File: config.mk
export PLATFORM = sky130hd
export DESIGN_NAME = seg7_scan_driver
export DESIGN_NICKNAME = d
export VERILOG_FILES = /design/src/rtl/seg7_scan_driver.sv
export SDC_FILE = /design/constraint.sdc
export NUM_CORES = 1
export LEC_CHECK = 0
export CAP_MARGIN = 20
export CORE_UTILIZATION = 35
export DETAILED_ROUTE_END_ITERATION = 10
export PLACE_DENSITY = 0.64
export SLEW_MARGIN = 20
export SYNTH_ARGS = -nofsm -noshare
export SYNTH_HDL_FRONTEND = slang
export SYNTH_SLANG_ARGS = --single-unit
File: constraint.sdc
create_clock -name clk -period 2.5 [get_ports clk]
set_input_delay 0.625 -clock clk [delete_from_list [all_inputs] [get_ports clk]]
set_output_delay 0.625 -clock clk [all_outputs]
set_load 0.01 [all_outputs]
File: src/rtl/seg7_scan_driver.sv
// 4-digit common-anode multiplexed 7-segment scanner with per-slot blanking.
// Define DP_BLINK_EN to gate the slot-0 decimal point with the shadowed ptflag.
module seg7_scan_driver #(
  parameter int         SCAN_DIV  = 50000,
  parameter int         BLANK_CYC = 500,
  parameter logic [3:0] DP_MASK   = 4'b0101
) (
  input  logic       clk,
  input  logic       rst_n,
  input  logic [3:0] digit1,
  input  logic [3:0] digit2,
  input  logic [3:0] digit3,
  input  logic [3:0] digit4,
  input  logic       ptflag,
  output logic [3:0] an,
  output logic [6:0] seg,
  output logic       dp,
  output logic       frame_tick
);

  localparam int DW = $clog2(SCAN_DIV);
  localparam logic [DW-1:0] DMAX = DW'(SCAN_DIV - 1);
  localparam logic [DW-1:0] BLK  = DW'(BLANK_CYC);

  logic [DW-1:0] div;
  logic [1:0]    slot;
  logic [3:0]    sd [4];
  logic          spt;
  logic          snap;
  logic          dp_on;

  function automatic logic [6:0] dec(input logic [3:0] d);
    logic [6:0] s;
    case (d)
      4'd0:    s = 7'h3F;
      4'd1:    s = 7'h06;
      4'd2:    s = 7'h5B;
      4'd3:    s = 7'h4F;
      4'd4:    s = 7'h66;
      4'd5:    s = 7'h6D;
      4'd6:    s = 7'h7D;
      4'd7:    s = 7'h07;
      4'd8:    s = 7'h7F;
      4'd9:    s = 7'h6F;
      default: s = 7'h40;
    endcase
    return s;
  endfunction

  assign snap = (slot == 2'd0) && (div == '0);

`ifdef DP_BLINK_EN
  assign dp_on = DP_MASK[slot] & ((slot != 2'd0) | spt);
`else
  logic unused_pt;
  assign unused_pt = spt;
  assign dp_on = DP_MASK[slot];
`endif

  always_ff @(posedge clk or negedge rst_n) begin
    if (!rst_n) begin
      div  <= '0;
      slot <= 2'd0;
      spt  <= 1'b0;
      for (int i = 0; i < 4; i++) sd[i] <= 4'd0;
    end else begin
      if (div == DMAX) begin
        div  <= '0;
        slot <= slot + 2'd1;
      end else begin
        div <= div + 1'b1;
      end
      if (snap) begin
        sd[0] <= digit1;
        sd[1] <= digit2;
        sd[2] <= digit3;
        sd[3] <= digit4;
        spt   <= ptflag;
      end
    end
  end

  // Blank window hides the slot change and shadow update from the lit digit.
  always_ff @(posedge clk or negedge rst_n) begin
    if (!rst_n) begin
      an         <= 4'b1111;
      seg        <= 7'h7F;
      dp         <= 1'b1;
      frame_tick <= 1'b0;
    end else begin
      frame_tick <= snap;
      if (div < BLK) begin
        an  <= 4'b1111;
        seg <= 7'h7F;
        dp  <= 1'b1;
      end else begin
        an  <= ~(4'b1000 >> slot);
        seg <= ~dec(sd[slot]);
        dp  <= ~dp_on;
      end
    end
  end

endmodule
# [After elaboration in Yosys (flattened, before gate mapping)]
# Memories as Yosys holds them, arrays and structs flattened.
# Cells that the tools add are included.
[totals] regBits=47 romBits=112 inputBits=19 output_inout_bits=13 word_cells=35 memories=1
[mem_list] memory="(no name shown)" words=16 word_bits=7 read_ports=1 rd_clocked_by_memory_dff=0 write_ports=0 line="34" rtl="case (d)"
[op_classes] n_addsub=2 order_cmp=3 eq_ne=1 shifts=1 mux=10 n_bitwise=4 reduce_logical=3
[ops] operator="16-bit by 1-bit adder with 16-bit output, second input constant" count=1
[ops] operator="16-bit == test, second input constant" count=1
[ops] operator="16-bit zero test" count=1
[ops] operator="16-bit by 9-bit < comparator with 1-bit output, second input constant" count=1
[ops] operator="16-bit two-way mux" count=1
[ops] operator="7-bit two-way mux" count=2
[ops] operator="4-bit two-way mux" count=3
[ops] operator="4-bit binary-select mux with 2-bit select" count=1
[ops] operator="7-bit NOT" count=1
[ops] operator="4-bit NOT" count=1
[ops] operator="4-bit by 2-bit right shift with 4-bit output, first input constant" count=1
[ops] operator="3-bit >= comparator, second input constant" count=1
[ops] operator="2-bit by 3-bit < comparator with 1-bit output, second input constant" count=1
[ops] operator="2-bit NOT with 3-bit output" count=1
[ops] operator="2-bit by 1-bit adder with 2-bit output, second input constant" count=1
[ops] operator="1-bit binary-select mux with 2-bit select" count=1
[ops] operator="2-bit zero test" count=1
[ops] operator="1-bit two-way mux" count=2
[ops] operator="1-bit logical AND" count=1
[ops] operator="1-bit NOT" count=1

# [Depth between registers and ports, before layout]
# Gate-level depths: netlist (run 1).
# An unclocked memory read counts as a cell.
[depth] depth_word=8 ltp_mapped=8 depth_no_buf=7

# [Worst setup path before layout (run 1)]
# Ideal clock, no wire load.
[synth_timing] kind="register -> register" start="reg slot[0]" end="reg sd[10] (netlist name)" setup_time_ns=0.125 t_arrival_ns=2.128 t_required_ns=2.375 slack_ns=0.247 path_stages_with_launch=9 cell_sequence="dfrtp_1 -> clkbuf_1 -> inv_1 -> ha_1 -> nor4bb_1 -> nand2_1 -> nor3_2 -> buf_4 -> mux2_2"
[synth_between] elab_chain_cells=2
[synth_rtl] element="start: declaration" line="26" rtl="logic [1:0] slot;"
[synth_rtl] element="start signal: assignment" line="69" rtl="slot <= slot + 2'd1;"
[synth_rtl] element="2-bit zero test" line="50" rtl="assign snap = (slot == 2'd0) && (div == '0);"
[synth_rtl] element="1-bit logical AND" line="50"
[synth_rtl] element="named net snap" line="29" rtl="logic snap;"
[synth_rtl] element="end: declaration" line="27" rtl="logic [3:0] sd [4];"
# The timed path passes the listed nets, and every way through them passes these cells.
# A chain may end at the register's enable or synchronous reset.

# [Worst setup path after layout (run 1)]
[layout_timing] start="reg slot[0]" end="reg sd[4] (netlist name)"
[layout_between] elab_chain_cells=2
[layout_rtl] element="2-bit zero test" line="50"
[layout_rtl] element="1-bit logical AND" line="50"
# Every way passes these cells.

==> out/results.tsv, run 1 <==
stage	metric	value	unit
final_layout	number of diodes	0	
yosys	total of warnings raised by yosys	0	
detailed_routing	number of routed nets with antenna violations	0	
yosys	number of library cell types mapped by synthesis	39	
worst_setup_path	Data arrival, critical path	2280	ps
global_routing	antenna violations before repair	0	
clock_network	number of buffers inserted by post-CTS setup repair	0	
power	leakage power	0.001162	uW
worst_setup_path	depth of the most critical reg-to-reg path	7	
yosys	EDFF count, synth	0	
detailed_routing	overall via count from detail_route	1417	
detailed_routing	sum of routed wire length over all layers	3.855	mm
worst_setup_path	termination of the worst setup path	sd[4]	
timing	final-layout worst hold slack	392.6	ps
worst_setup_path	type of element capturing the critical path	register	
worst_setup_path	Worst setup SP type	register	
timing	Pins Over Slew Limit	0	
global_routing	global route total overflow	0	
timing	post-route minimum period	2091	ps
floorplan	die height	81.70	um
yosys	leading post-synthesis cells by cell area	sky130_fd_sc_hd__dfrtp_1 (39%), sky130_fd_sc_hd__dfstp_2 (14%), sky130_fd_sc_hd__mux2_2 (8.1%)	
timing	setup repair after global routing missed its margin	no	
power	Logic pwr share	0.055	
min_path	class of the tightest hold or removal check	in2async	
global_routing	combined global-route utilization of all metal layers	0.1356	
final_layout	number of inserted filler cells in the final layout	567	
worst_setup_path	data required time of the critical path	2690	ps
power	power share of the sequential group	0.546	
run_status	outcome	completed	
power	P_int	1141	uW
place	instance area after placement	2634	um^2
final_layout	Layout Area Growth over Synthesis	23.75	%
detailed_routing	number of violations reported at the end of detailed-routing iteration 0	76	
flow_run	Max-Cap Viols	0	
place	detailed placement HPWL	2.687	mm
yosys	syn nets	213	
timing	maximum frequency from static timing analysis	478.2	MHz
worst_setup_path	critical path class	reg2reg	
clock_network	clock latency on the worst-skew pair	300	ps
power	NetSw	288.3	uW
yosys	Syn Area/Cell	12.22	um^2
final_layout	post-route core utilization	0.4566	
floorplan	core box area	6026	um^2
detailed_routing	number of design rule violations left after detail routing	0	
floorplan	Die X	81.70	um
floorplan	starting density of the core	0.3690	
timing	aggregate negative setup slack	0	ps
timing	share of the cycle needed by the critical path after routing	0.8365	
yosys	cell count after synthesis	182	
clock_network	clock root cell	sky130_fd_sc_hd__clkbuf_8	
yosys	portion of synthesized cell area occupied by the leading cell type	0.3939	
clock_network	clock buffer count from CTS	5	
timing	Final setup violation count	0	
detailed_routing	first drt pass iteration count	4	
worst_setup_path	first element of the critical path	slot[0]	
clock_network	Clk pin slew, worst setup/hold paths	80	ps
clock_network	total number of H-tree levels	2	
global_routing	wire length of the first global-routing pass	6.817	mm
power	Cell Pwr Density	519.5	nW/um^2
clock_network	hold buffers post-CTS	0	
global_routing	via count of the first global-routing pass	1442	
worst_setup_path	worst r2r dst	sd[4]	
clock_network	buffer levels on the longest clock path	2	
worst_setup_path	register-to-register path setup slack	410	ps
power	post-layout power	1429	uW
yosys	cell area after synthesis	2223	um^2
power	Sw Ratio	0.2017	
floorplan	cell row count	28	
yosys	sequential element share of the synthesized area	0.5357	
global_routing	pin count of the biggest net entering global routing	48	
detailed_routing	Wirelength per Cell	13.02	um
detailed_routing	DR vias/cell	4.787	
floorplan	num ports	32	
yosys	cell accounting for the most synthesized area	sky130_fd_sc_hd__dfrtp_1	
clock_network	TritonCTS clock tree	built	
final_layout	fraction of final layout cells with drive strength greater than 1	0.2353	
timing	Final Hold Violating Endpoints	0	
worst_setup_path	highest fanout seen on the critical path	17	
timing	slew of the pin with the lowest slew margin	567.1	ps
power	proportion of power drawn by the clock network	0.399	
yosys	Synth Register Bits	47	
final_layout	final non-filler cell area	2751	um^2
timing	max_slew headroom	0.6220	
place	IO Port Bufs	30	
worst_setup_path	RR Startpoint	slot[0]	
clock_network	post-cts gate resize count	0	
power	maximum vdd drop	0.2301	mV
place	Final Wtd Congestion	0.8109	
yosys	fraction of registers with async set/reset	1.000	
floorplan	die area	6675	um^2
yosys	most common flop cell mapped by yosys	sky130_fd_sc_hd__dfrtp_1	
timing	setup skew after layout	4.419	ps
clock_network	clock sink total	47	
final_layout	Final Net Count	251	
-- metrics by stage --
step / setup slack (ps) / cells
after floorplan: 247.3 / 182
after global placement: 421.2 / 288
after detailed placement: 378.2 / 288
after CTS: 365.1 / 296
after global routing: 212.8 / 296
final: 408.8 / 296
-- layout make-up --
cell class / instances / area [um^2] / share of cell area
clock buffer: 6 / 82.58 / 0.03001
clock inverter: 2 / 35.03 / 0.01273
inverter: 10 / 37.54 / 0.01364
multi-input combinational: 120 / 970.9 / 0.3529
sequential: 47 / 1191 / 0.4329
tap: 75 / 93.84 / 0.03411
timing repair buffer: 36 / 340.3 / 0.1237
-- cell families (layout without fill, tap and decap cells) --
| group | Yosys count | in the layout | synth area share |
|---|---|---|---|
| compound gates | 15 | 15 | 0.04052 |
| fa+ha+maj | 12 | 12 | 0.06753 |
| buf+inv | 15 | 54 | 0.02758 |
| mux | 22 | 22 | 0.1328 |
| simple gates | 57 | 57 | 0.1407 |
| xor+xnor | 14 | 14 | 0.05515 |
| flops | 47 | 47 | 0.5357 |
-- routing by layer --
| layer | share of wire | global-route usage | wire length [um] | vias to the layer above |
|---|---|---|---|---|
| met4 | 0.018 | 0.04737 | 68 | 0 |
| met5 | 0 | 0 | 0 | - |
| li1 | - | - | - | 711 |
| met1 | 0.51 | 0.1858 | 1968 | 677 |
| met2 | 0.45 | 0.2133 | 1736 | 24 |
| met3 | 0.021 | 0.02667 | 81 | 5 |
-- worst max-delay path, cell delays in order, from the launching register on --
cell and delay [ps]:
sky130_fd_sc_hd__dfrtp_1 530, sky130_fd_sc_hd__inv_1 140, sky130_fd_sc_hd__ha_1 200, sky130_fd_sc_hd__nor4bb_1 270, sky130_fd_sc_hd__nand2_1 90, sky130_fd_sc_hd__nor3_2 100
sky130_fd_sc_hd__buf_4 270, sky130_fd_sc_hd__mux2_2 370
-- cells in the mapped netlist, types with 2 or more instances --
library cell,instances
sky130_fd_sc_hd__a21oi_1,5
sky130_fd_sc_hd__and2_1,2
sky130_fd_sc_hd__and3_1,2
sky130_fd_sc_hd__and4_1,2
sky130_fd_sc_hd__clkbuf_1,3
sky130_fd_sc_hd__dfrtp_1,35
sky130_fd_sc_hd__dfstp_2,12
sky130_fd_sc_hd__ha_1,12
sky130_fd_sc_hd__inv_1,10
sky130_fd_sc_hd__mux2_2,16
sky130_fd_sc_hd__mux4_2,4
sky130_fd_sc_hd__nand2_1,13
sky130_fd_sc_hd__nand3_1,5
sky130_fd_sc_hd__nand4_1,5
sky130_fd_sc_hd__nor2_1,12
sky130_fd_sc_hd__nor3_1,3
sky130_fd_sc_hd__nor4_1,2
sky130_fd_sc_hd__nor4bb_1,2
sky130_fd_sc_hd__o21ai_0,5
sky130_fd_sc_hd__xnor2_1,10
sky130_fd_sc_hd__xor2_1,4
-- registers in the layout, indices dropped and copies added, names as in the netlist --
name,count
an,4
frame_tick,1
div,16
seg,7
slot,2
dp,1
sd,16
-- worst min path at each step --
stage	endpoint	slack, ps	from	cells past startpoint
after floorplan	div[0]	330	rst_n	0
after global placement	sd[15]	490	sd[15]	1
after detailed placement	div[0]	490	div[0]	1
after CTS	sd[6]	420	rst_n	2
after global routing	sd[14]	440	rst_n	2
final	sd[6]	390	rst_n	2
-- placed cells by master (no fill, tap or decap), drive strengths merged, types with 6 or more instances in the layout --
master / Yosys / layout
xnor2: 10 / 10
dfstp: 12 / 12
inv: 10 / 10
mux2: 17 / 17
clkbuf: 3 / 6
nor2: 12 / 12
nand2: 13 / 13
ha: 12 / 12
buf: 2 / 7
clkdlybuf4s50: 0 / 29
dfrtp: 35 / 35
-- power groups by stage --
| stage | logic (uW) | registers [uW] | clock network [uW] |
|---|---|---|---|
| CTS | 81.6 | 780 | 594 |
| global placement | 80.1 | 794 | 0 |
| finish | 78.6 | 780 | 571 |
| detailed placement | 81.5 | 794 | 0 |
| floorplan | 33.9 | 792 | 0 |
| global route | 89.6 | 782 | 615 |
(Power assumes the default switching activity.)
==> run 2: changes to the inputs <==
--- a/config.mk
+++ b/config.mk
@@ -8,7 +8,7 @@
 export CAP_MARGIN = 20
 export CORE_UTILIZATION = 35
 export DETAILED_ROUTE_END_ITERATION = 10
-export PLACE_DENSITY = 0.64
+export PLACE_DENSITY = 0.66
 export SLEW_MARGIN = 20
 export SYNTH_ARGS = -nofsm -noshare
 export SYNTH_HDL_FRONTEND = slang
==> constraint.sdc (replaced) <==
create_clock -name clk -period 1.8 [get_ports clk]
set_input_delay 0.45 -clock clk [delete_from_list [all_inputs] [get_ports clk]]
set_output_delay 0.45 -clock clk [all_outputs]
set_load 0.01 [all_outputs]
==> run 2 against run 1 <==
Compared with the run above: the run now ends with setup timing left; maximum frequency is 9.9% higher; clock power increased by 58%; combinational power rose by 100%; global-route usage grew 1.1 points; cell count is 13% higher.
==> out/results.tsv, run 2 (synthesized netlist as in run 1, its figures left out) <==
stage	metric	value	unit
detailed_routing	number of routed nets with antenna violations	0	
floorplan	num ports	32	
final_layout	most frequent cells in the layout	sky130_fd_sc_hd__dfrtp_1 (34), sky130_fd_sc_hd__buf_4 (31), sky130_fd_sc_hd__clkdlybuf4s50_1 (17), sky130_fd_sc_hd__nand2_1 (13), sky130_fd_sc_hd__dfstp_2 (12)	
floorplan	Die X	81.70	um
timing	setup repair after global routing missed its margin	yes	
power	leakage power	0.001382	uW
floorplan	starting density of the core	0.3690	
clock_network	clock latency on the worst-skew pair	300	ps
global_routing	wire length of the first global-routing pass	7.272	mm
final_layout	Final Net Count	288	
final_layout	commonest non-fill, non-tap cell in the layout	sky130_fd_sc_hd__dfrtp_1	
detailed_routing	Wirelength per Cell	13.73	um
timing	Final setup violation count	24	
place	pre-CTS setup slack	-130.1	ps
timing	max_slew headroom	0.6150	
floorplan	die area	6675	um^2
detailed_routing	sum of routed wire length over all layers	4.571	mm
place	number of cells in the design after placement	314	
power	power share of the sequential group	0.505	
floorplan	die height	81.70	um
detailed_routing	DR vias/cell	4.832	
worst_setup_path	data required time of the critical path	1990	ps
worst_setup_path	type of element capturing the critical path	register	
clock_network	clock sink total	47	
power	Sw Ratio	0.1980	
timing	Pins Over Slew Limit	0	
flow_run	Max-Cap Viols	0	
power	P_int	1721	uW
timing	Final Hold Violating Endpoints	0	
clock_network	buffer levels on the longest clock path	2	
timing	post-route minimum period	1904	ps
clock_network	hold buffers post-CTS	0	
worst_setup_path	Worst setup SP type	register	
timing	share of the cycle needed by the critical path after routing	1.058	
clock_network	TritonCTS clock tree	built	
clock_network	total number of H-tree levels	2	
min_path	class of the tightest hold or removal check	in2async	
place	detailed placement HPWL	3.017	mm
power	proportion of power drawn by the clock network	0.420	
floorplan	cell row count	28	
detailed_routing	highest layer used for signal routing	met4	
final_layout	fraction of final layout cells with drive strength greater than 1	0.4380	
final_layout	Layout Area Growth over Synthesis	46.76	%
timing	post-layout worst setup margin	-103.7	ps
power	maximum vdd drop	0.2980	mV
detailed_routing	WL met2	2.214	mm
detailed_routing	overall via count from detail_route	1609	
place	IO Port Bufs	30	
clock_network	clock root cell	sky130_fd_sc_hd__clkbuf_8	
clock_network	clock buffer count from CTS	5	
global_routing	antenna violations before repair	0	
global_routing	via count of the first global-routing pass	1512	
clock_network	Clk pin slew, worst setup/hold paths	80	ps
timing	slew of the pin with the lowest slew margin	568.5	ps
floorplan	core box area	6026	um^2
power	Logic pwr share	0.074	
power	Cell Pwr Density	657.8	nW/um^2
detailed_routing	number of design rule violations left after detail routing	0	
final_layout	Post-Layout Cell Count	333	
detailed_routing	number of violations reported at the end of detailed-routing iteration 0	63	
worst_setup_path	highest fanout seen on the critical path	9	
run_status	outcome	finished with violations	
detailed_routing	Met3 Routed Length	139	um
worst_setup_path	Data arrival, critical path	2090	ps
global_routing	global route total overflow	0	
timing	maximum frequency from static timing analysis	525.3	MHz
global_routing	combined global-route utilization of all metal layers	0.1463	
power	NetSw	425.0	uW
detailed_routing	first drt pass iteration count	4	
run_status	failing checks	setup timing	
global_routing	pin count of the biggest net entering global routing	48	
timing	setup skew after layout	9.957	ps
place	Final Wtd Congestion	0.7904	
final_layout	registers with the most flip-flops	div: 16 flops, sd: 16 flops, seg: 7 flops	
worst_setup_path	critical path class	reg2reg	
final_layout	number of diodes	0	
detailed_routing	length of routed wiring on met1	2.141	mm
-- run 2: per-stage QoR --
stage	utilization	TNS (ps)	power, uW	hold WS, ps	area [um^2]
after CTS	0.5199	-1137	2147	114.1	3133
after global placement	0.4859	-996.0	1230	449.5	2928
after detailed placement	0.4859	-2050	1234	451.8	2928
final	0.5415	-1632	2146	108.9	3263
after global routing	0.5415	-3885	2244	117.6	3263
after floorplan	-	-1966	1154	154.4	2298
-- run 2: power by group through the flow --
stage          Clock, uW  Sequential, uW  Combinational (uW)
2_1_floorplan          0            1100                53.0
3_3_place_gp           0            1100                 127
3_5_place_dp           0            1100                 130
4_1_cts              932            1080                 131
5_1_grt              982            1090                 174
6_report             902            1080                 159
-- run 2: path summary, 6_finish.rpt --
check | endpoint | start | slack, ps | cells past startpoint
min in group clk | sd[15] | sd[15] | 510 | 1
max in group asynchronous | dp | rst_n | 1410 | 2
max reg2reg | sd[2] | slot[0] | -100 | 7
min | frame_tick | rst_n | 110 | 2
min reg2reg | sd[15] | sd[15] | 510 | 1
max | sd[2] | slot[0] | -100 | 7
-- run 2: layout make-up --
| type | instances | area, um^2 |
|---|---|---|
| sequential | 47 | 1192 |
| multi-input combinational | 120 | 1140 |
| clock inverter | 2 | 60.06 |
| timing repair buffer | 73 | 664.4 |
| clock buffer | 6 | 72.57 |
| tap | 75 | 93.84 |
| inverter | 10 | 40.04 |
| fill | 527 | 2763 |
-- run 2: repair_timing --
item | 4_1_cts | 5_1_grt
setup endpoints to repair | 33 | 27
gates cloned | 1 | 0
setup buffers | 5 | 8
pin swaps | 0 | 15
resized for setup | 18 | 40
-- run 2: routing by layer --
metal | global-route usage | vias up
li1 | - | 782
met1 | 0.1986 | 793
met2 | 0.2308 | 27
met3 | 0.03333 | 7
met4 | 0.04737 | 0
met5 | 0 | -
-- run 2: critical path, stage by stage, from the launching register on --
cell                       delay (ps)
sky130_fd_sc_hd__dfrtp_2          440
sky130_fd_sc_hd__inv_4             70
sky130_fd_sc_hd__ha_4             120
sky130_fd_sc_hd__nor4bb_4         270
sky130_fd_sc_hd__nand2_1          120
sky130_fd_sc_hd__nor3_4           240
sky130_fd_sc_hd__buf_6            190
sky130_fd_sc_hd__mux2_2           340
